$ cat src/rtl/trigger_out_events_if.sv
// Event-source bus for trigger_out_events: raw inputs in,
// okTriggerOut pulse vector and debounced buttons out.
interface trigger_out_events_if;
  logic [3:0]  button;
  logic [31:0] count;
  logic [31:0] threshold;
  logic        arm;
  logic [15:0] ep_trigger;
  logic [3:0]  btn_state;

  modport master (
    output button, count, threshold, arm,
    input  ep_trigger, btn_state
  );

  modport slave (
    input  button, count, threshold, arm,
    output ep_trigger, btn_state
  );
endinterface

$ cat src/rtl/trigger_out_events.sv
// Debounced button, counter-watch and heartbeat events turned
// into single-cycle pulses for an okTriggerOut endpoint.
module trigger_out_events #(
  parameter int DEBOUNCE_CYCLES = 50000,
  parameter int HB_LOG2         = 24
) (
  input logic                clk1,
  input logic                reset_n,
  trigger_out_events_if.slave bus
);

  localparam logic [15:0] DEB = 16'(DEBOUNCE_CYCLES);

  logic [3:0]         r_sync1;
  logic [3:0]         r_sync2;
  logic [3:0]         r_btn;
  logic [15:0]        r_stab [4];
  logic [31:0]        r_count_q;
  logic               r_q_valid;
  logic [HB_LOG2-1:0] r_hb;
  logic [15:0]        r_ep;

  logic [3:0]  w_btn_nxt;
  logic [3:0]  w_press;
  logic [3:0]  w_rel;
  logic [15:0] w_stab_nxt [4];
  logic        w_cross;
  logic        w_wup;
  logic        w_wdn;
  logic        w_zero;
  logic        w_hb;
  logic [15:0] w_ep;

  // Counter holds the number of consecutive cycles sync has differed
  always_comb begin
    w_btn_nxt = r_btn;
    w_press   = '0;
    w_rel     = '0;
    for (int i = 0; i < 4; i++) begin
      w_stab_nxt[i] = r_stab[i];
      if (r_sync2[i] == r_btn[i]) begin
        w_stab_nxt[i] = '0;
      end else if (r_stab[i] == DEB) begin
        w_stab_nxt[i] = '0;
        w_btn_nxt[i]  = ~r_btn[i];
        w_press[i]    = ~r_btn[i];
        w_rel[i]      = r_btn[i];
      end else begin
        w_stab_nxt[i] = r_stab[i] + 16'd1;
      end
    end
  end

  always_comb begin
    w_cross = bus.arm &&
              (r_count_q < bus.threshold) &&
              (bus.count >= bus.threshold);
    w_wup   = (r_count_q == '1) && (bus.count == '0);
    w_wdn   = (r_count_q == '0) && (bus.count == '1);
    w_zero  = (bus.count == '0) && (r_count_q != '0);
    w_hb    = &r_hb;
    w_ep    = {3'b000, w_hb,
               r_q_valid & w_zero,
               r_q_valid & w_wdn,
               r_q_valid & w_wup,
               r_q_valid & w_cross,
               w_rel, w_press};
  end

  always_ff @(posedge clk1 or negedge reset_n) begin
    if (!reset_n) begin
      r_sync1   <= '0;
      r_sync2   <= '0;
      r_btn     <= '0;
      for (int i = 0; i < 4; i++) r_stab[i] <= '0;
      r_count_q <= '0;
      r_q_valid <= 1'b0;
      r_hb      <= '0;
      r_ep      <= '0;
    end else begin
      r_sync1   <= ~bus.button;
      r_sync2   <= r_sync1;
      r_btn     <= w_btn_nxt;
      for (int i = 0; i < 4; i++) r_stab[i] <= w_stab_nxt[i];
      r_count_q <= bus.count;
      r_q_valid <= 1'b1;
      r_hb      <= r_hb + 1'b1;
      r_ep      <= w_ep;
    end
  end

  assign bus.ep_trigger = r_ep;
  assign bus.btn_state  = r_btn;

endmodule

$ cat src/flat_wrapper.sv
// flat-port wrapper written by rule: the top's interface ports become plain ports
module trigger_out_events_flat 
#(
  parameter int DEBOUNCE_CYCLES = 50000,
  parameter int HB_LOG2         = 24
)
  (clk1, reset_n, bus_button, bus_count, bus_threshold, bus_arm, bus_ep_trigger, bus_btn_state);
  trigger_out_events_if bus_i ();
  input logic clk1;
  input logic reset_n;
  input wire logic [$bits(bus_i.button)-1:0] bus_button;
  input wire logic [$bits(bus_i.count)-1:0] bus_count;
  input wire logic [$bits(bus_i.threshold)-1:0] bus_threshold;
  input wire logic [$bits(bus_i.arm)-1:0] bus_arm;
  output wire logic [$bits(bus_i.ep_trigger)-1:0] bus_ep_trigger;
  output wire logic [$bits(bus_i.btn_state)-1:0] bus_btn_state;
  assign bus_i.button = bus_button;
  assign bus_i.count = bus_count;
  assign bus_i.threshold = bus_threshold;
  assign bus_i.arm = bus_arm;
  assign bus_ep_trigger = bus_i.ep_trigger;
  assign bus_btn_state = bus_i.btn_state;
  trigger_out_events #(.DEBOUNCE_CYCLES(DEBOUNCE_CYCLES), .HB_LOG2(HB_LOG2)) u_core (.clk1(clk1), .reset_n(reset_n), .bus(bus_i));
endmodule
$ cat config.mk
export PLATFORM = sky130hd
export DESIGN_NAME = trigger_out_events_flat
export DESIGN_NICKNAME = d
export VERILOG_FILES = /design/src/rtl/trigger_out_events_if.sv /design/src/rtl/trigger_out_events.sv /design/src/flat_wrapper.sv
export SDC_FILE = /design/constraint.sdc
export NUM_CORES = 1
export LEC_CHECK = 0
export ABC_CLOCK_PERIOD_IN_PS = 4900
export BUFFER_PORTS_ARGS = -buffer_cell sky130_fd_sc_hd__clkbuf_2
export CAP_MARGIN = 20
export CELL_PAD_IN_SITES_DETAIL_PLACEMENT = 0
export CELL_PAD_IN_SITES_GLOBAL_PLACEMENT = 1
export CORE_ASPECT_RATIO = 0.9
export CORE_MARGIN = 2
export CORE_UTILIZATION = 50
export DETAILED_ROUTE_END_ITERATION = 7
export GPL_ROUTABILITY_DRIVEN = 0
export PLACE_DENSITY = 0.87
export REMOVE_ABC_BUFFERS = 1
export SLEW_MARGIN = 20
export SYNTH_ARGS = -nofsm -noshare
export SYNTH_HDL_FRONTEND = slang
export SYNTH_SLANG_ARGS = --single-unit
export TNS_END_PERCENT = 1
$ cat constraint.sdc
create_clock -name clk1 -period 4.9 [get_ports clk1]
set_input_delay 0.98 -clock clk1 [delete_from_list [all_inputs] [get_ports clk1]]
set_output_delay 0.98 -clock clk1 [all_outputs]
set_load 0.02 [all_outputs]
### Yosys cells after proc, flatten, opt, wreduce, memory -nomap -nowiden

Cells that the tools add are included.

* bits of input ports: 71
* output and inout port bits: 20
* word-level logic and storage cells: 81
* register bits after elaboration: 146

* equal/unequal tests: 10
* $lt $le $gt $ge: 2
* add/sub/neg operators: 5
* reduce and logical (&&, ||, !) cells: 13
* bitwise gates (word level): 13
* muxes and demuxes: 24

Operator list (count)
* 16-bit two-way mux: 8
* 16-bit by 1-bit adder with 16-bit output (second input constant): 4
* 16-bit == test (second input constant): 4
* 32-bit == test (second input constant): 2
* 32-bit logical NOT: 2
* 32-bit >= comparator: 1
* 32-bit < comparator: 1
* 32-bit nonzero test: 1
* 24-bit by 1-bit adder with 24-bit output (second input constant): 1
* 24-bit AND reduction: 1
* 1-bit two-way mux: 16
* 1-bit NOT: 8
* 2-bit AND reduction: 4
* 1-bit logical AND: 5
* 1-bit bitwise AND: 4
* 1-bit == test: 4
* 4-bit NOT: 1

### Depth between registers and ports, before layout

* depth in word-level cells: 4
* mapped depth: 8
* depth with buffers taken out: 8

### Worst setup path before layout

OpenSTA, ideal clock, no wires.

* kind: input to register
* start point: input port bus_count[0]
* end point: register u_core.r_ep[8], in the netlist u_core.bus.ep_trigger[8]
* setup time: 122 ps
* required time: 4778 ps
* cell stages on the path: 8
* path buffers: 0
* slack: 2489 ps
* arrival: 2289 ps
* cell sequence: inv_1 -> ha_1 -> nand2b_1 -> a2111oi_0 -> nor3_1 -> o21ai_0 -> a21oi_1 -> o2111a_1

* longest elaborated chain between the ends: 3

RTL lines
* start: declaration: line flat_wrapper.sv:12 `input wire logic [$bits(bus_i.count)-1:0] bus_count;`
* 32-bit >= comparator: line trigger_out_events.sv:57 `(bus.count >= bus.threshold);`
* 1-bit logical AND: line trigger_out_events.sv:56 `(r_count_q < bus.threshold) &&`
* 1-bit bitwise AND: line trigger_out_events.sv:66 `r_q_valid & w_cross,`
* named net u_core.w_ep[8]: line trigger_out_events.sv:32 `logic [15:0] w_ep;`
* end signal: assignment: line trigger_out_events.sv:88 `r_ep <= w_ep;`
* end: declaration: line trigger_out_events.sv:21 `logic [15:0] r_ep;`

The timed path passes the listed nets, and every way through them passes these cells.
A chain may end at the register's enable or synchronous reset.

### Worst setup path in the final report

Ends and elaborated chain as after synthesis.

==> out/metrics.yaml <==
status: "finished, final reports clean"
drt-total-wl_um: 15800
hpwl_um: 11800
die_w_um: 133
tightest_slew_ns: 0.894
max_stage_delay_ns: 0.47
grt_pass1_wl_um: 27200
tns_ns: 0
maxCapViolCount: 0
drt_iter0_markers: 394
dr_total_vias: 5556
synthAdderAreaFrac_pct: 12.0
yosys.area.top_type_share_pct: 48.7
yosys-top-cells-count: "dfrtp_1 (146), ha_1 (72), nor2_1 (66)"
path_cells: "clkbuf_2, inv_1, ha_1, nand2b_1, a2111oi_0, nor3_1, o21ai_0, a21oi_1, o2111a_1"
grt_setup_unrepaired: "false"
p_leak_nw: 4.31
synth_top_family_by_area: "simple AND/OR/NAND/NOR gates"
initial_core_util_pct: 51.2
track_usage_pct: 21.5
endpoint_kind: "register"
post_cts_resized: 0
hold_viol_final: 0
num_antenna_cells: 0
pwr-share-comb_pct: 7.7
post_drt_wl_per_cell_um: 15.4
syn_area_per_cell_um2: 10.5
intPower_mw: 2.12
period_needed_ns: 2.43
io_pins: 91
path_depth: 9
r2r_slack_ns: 3.01
power_density_nw_per_um2: 315
swShare_pct: 22.9
required_ns: 5.21
slew_viol_final: 0
hold_path.class: "register to register"
worst-path-buf-inv: 2
layout_setup_ws_ns: 2.47
cp.arrival_ns: 2.74
min_period_over_period_pct: 49.6
cp_slowest_cell: "a2111oi_0"
cts_buffers: 17
clk_latency_ns: 0.42
setup_viol: 0
die_h_um: 120
r2r-start: "u_core.r_count_q[11]$_DFF_PN0_"
grt_overflow_total: 0
cp-startpoint: "bus_count[0]"
slew_headroom_pct: 40.4
fp.dieArea_um2: 16000
ys.flop_type: "dfrtp_1"
root_buffer: "clkbuf_16"
areaGrowthSynthToFinish_pct: 16.5
ant_nets: 0
synth_area_leader_cell: "dfrtp_1"
antenna_found_initial: 0
drive_gt1_share_pct: 15.4
post-cts-setup-buffers: 0
cts.sinks: 146
drtPass1Iterations: 4
switching_power_mw: 0.629
synth-edff-count: 0
routed_via_density: 5.43
synth.area.mux_share_pct: 0.601
synth.area.top_cells: "dfrtp_1 (49%), ha_1 (12%), xor2_1 (5.8%), nand4_1 (3.8%), nor2_1 (3.3%)"
tritoncts: "done"
max_freq_mhz: 412
crit_family: "compound AO/OA/AOI/OAI gates"
drcViolationCount: 0
synth_cell_types: 40
fin_util_pct: 59.6
grt_pass1_vias: 5656
cts.reportedPaths.clkPinSlew_ns: 0.06
yosysMostFrequentCell: "dfrtp_1"
synth_warnings: 0
pwr-share-clk_pct: 46.4
critPathCapture: "u_core.bus.ep_trigger[8]$_DFF_PN0_"
syn-cell-area_um2: 7500
postSynth.asyncResetShare_pct: 100
synth_compound_area_share_pct: 4.87
yosys.area_share.xor_xnor_pct: 8.88
p_seq_share_pct: 45.9
hold_buffers: 0
clk_path_buf_depth: 2
preCtsSetupSlack_ns: 2.05
seq_area_frac_synth_pct: 48.7
r2r-end: "u_core.bus.ep_trigger[8]$_DFF_PN0_"
syn_inst: 714
htreeDepth: 4
nets: 956
grt_max_degree: 117
ys_seq_elements: 146
skew_ns: 0.00689
critPathKind: "input port to register"
synthSimpleGateAreaFrac_pct: 21.7
vdd_drop_max_uv: 259
core_area_um2: 14700
port_buffers: 87
path_max_fanout: 4
rows: 42
cp-start-kind: "input port"
r2r.worst_path.cells: 7
## cell type report
type,count,area (um^2)
clock inverters,10,135
fillers,1239,5930
repair buffers,88,452
flip-flops and latches,146,3650
multi-input cells,512,3620
clock buffers,21,450
inverters,48,180
well taps,198,248
## power by group through the flow
stage | Clock, mW | Combinational (mW) | Sequential [mW]
after floorplan | 0 | 0.111 | 1.27
after global placement | 0 | 0.202 | 1.28
after detailed placement | 0 | 0.211 | 1.28
after CTS | 1.30 | 0.213 | 1.26
after global routing | 1.35 | 0.248 | 1.26
final | 1.28 | 0.212 | 1.26
## how the worst min path moves through the flow
stage	start	endpoint	slack [ns]	depth (start not counted)
floorplan	u_core.r_sync1[0]$_DFF_PN0_	u_core.r_sync2[0]$_DFF_PN0_	0.33	0
global placement	u_core.r_sync1[0]$_DFF_PN0_	u_core.r_sync2[0]$_DFF_PN0_	0.33	0
detailed placement	u_core.r_sync1[1]$_DFF_PN0_	u_core.r_sync2[1]$_DFF_PN0_	0.34	0
CTS	u_core.r_sync1[1]$_DFF_PN0_	u_core.r_sync2[1]$_DFF_PN0_	0.35	0
global route	u_core.r_sync1[3]$_DFF_PN0_	u_core.r_sync2[3]$_DFF_PN0_	0.36	0
finish	u_core.r_sync1[1]$_DFF_PN0_	u_core.r_sync2[1]$_DFF_PN0_	0.35	0
## per-stage QoR
stage               cells  power (mW)  hold slack [ns]  cell area [um^2]
floorplan             706        1.38            0.331              7450
global placement      992        1.48            0.333              8150
detailed placement    992        1.49            0.340              8150
CTS                  1023        2.78            0.355              8730
global route         1023        2.87            0.361              8740
finish               1023        2.75            0.352              8740
## worst reg2reg max path, delay by kind of cell, from the launching register on
family / cells / cell delay [ns]
AND/OR/NAND/NOR: 3 / 0.28
AO/OA/AOI/OAI: 3 / 0.78
adder cells (fa/ha/maj): 1 / 0.31
flip-flops: 1 / 0.41
## metal layers
| metal | track usage, % | up-vias | part of all wire (%) |
|---|---|---|---|
| met5 | 0 | - | 0 |
| met4 | 6.52 | 0 | 1.1 |
| met3 | 5.24 | 19 | 4.4 |
| met2 | 34.1 | 102 | 47 |
| met1 | 29.5 | 2709 | 47 |
| li1 | - | 2726 | - |
## logic make-up (layout without fill, tap and decap cells)
family | count (synthesis) | in the layout
AO/OA/AOI/OAI | 63 | 63
XOR/XNOR | 76 | 76
adder cells (fa/ha/maj) | 72 | 72
multiplexers | 4 | 4
other | 2 | 4
AND/OR/NAND/NOR | 293 | 293
buffers and inverters | 58 | 167
flip-flops | 146 | 146
## flip-flops by register name (all words and copies together) (netlist names)
signal / count
u_core.bus.btn_state: 4
u_core.r_sync1: 4
u_core.r_q_valid: 1
u_core.r_stab: 64
u_core.r_count_q: 32
u_core.r_sync2: 4
u_core.r_hb: 24
u_core.bus.ep_trigger: 13
## placed cells by master (no fill, tap or decap), types with 2 or more instances in the layout
master | synthesis | routed
ha_1 | 72 | 72
mux2_2 | 4 | 4
and3_4 | 3 | 3
clkbuf_16 | 0 | 17
clkinv_4 | 0 | 2
dfrtp_1 | 146 | 146
nor2b_1 | 2 | 2
conb_1 | 2 | 4
o21ai_0 | 18 | 18
clkinv_2 | 0 | 4
clkbuf_1 | 1 | 3
nand2_1 | 45 | 45
nand3_1 | 33 | 33
and4_1 | 7 | 7
nor3_1 | 4 | 4
and2_1 | 2 | 2
a21oi_1 | 30 | 30
nor4b_1 | 5 | 5
bufinv_16 | 0 | 3
inv_1 | 48 | 48
xor2_1 | 50 | 50
nand4_1 | 45 | 45
nand2b_1 | 3 | 3
a2111oi_0 | 4 | 4
a21o_1 | 3 | 3
nor2_1 | 66 | 66
nand4_4 | 3 | 3
clkbuf_8 | 0 | 2
clkbuf_2 | 0 | 86
nor3b_1 | 9 | 9
and4b_1 | 4 | 4
nor4_1 | 24 | 24
or3_1 | 8 | 8
xnor2_1 | 26 | 26
and3_1 | 29 | 29
Power figures use the tool's default switching activity.
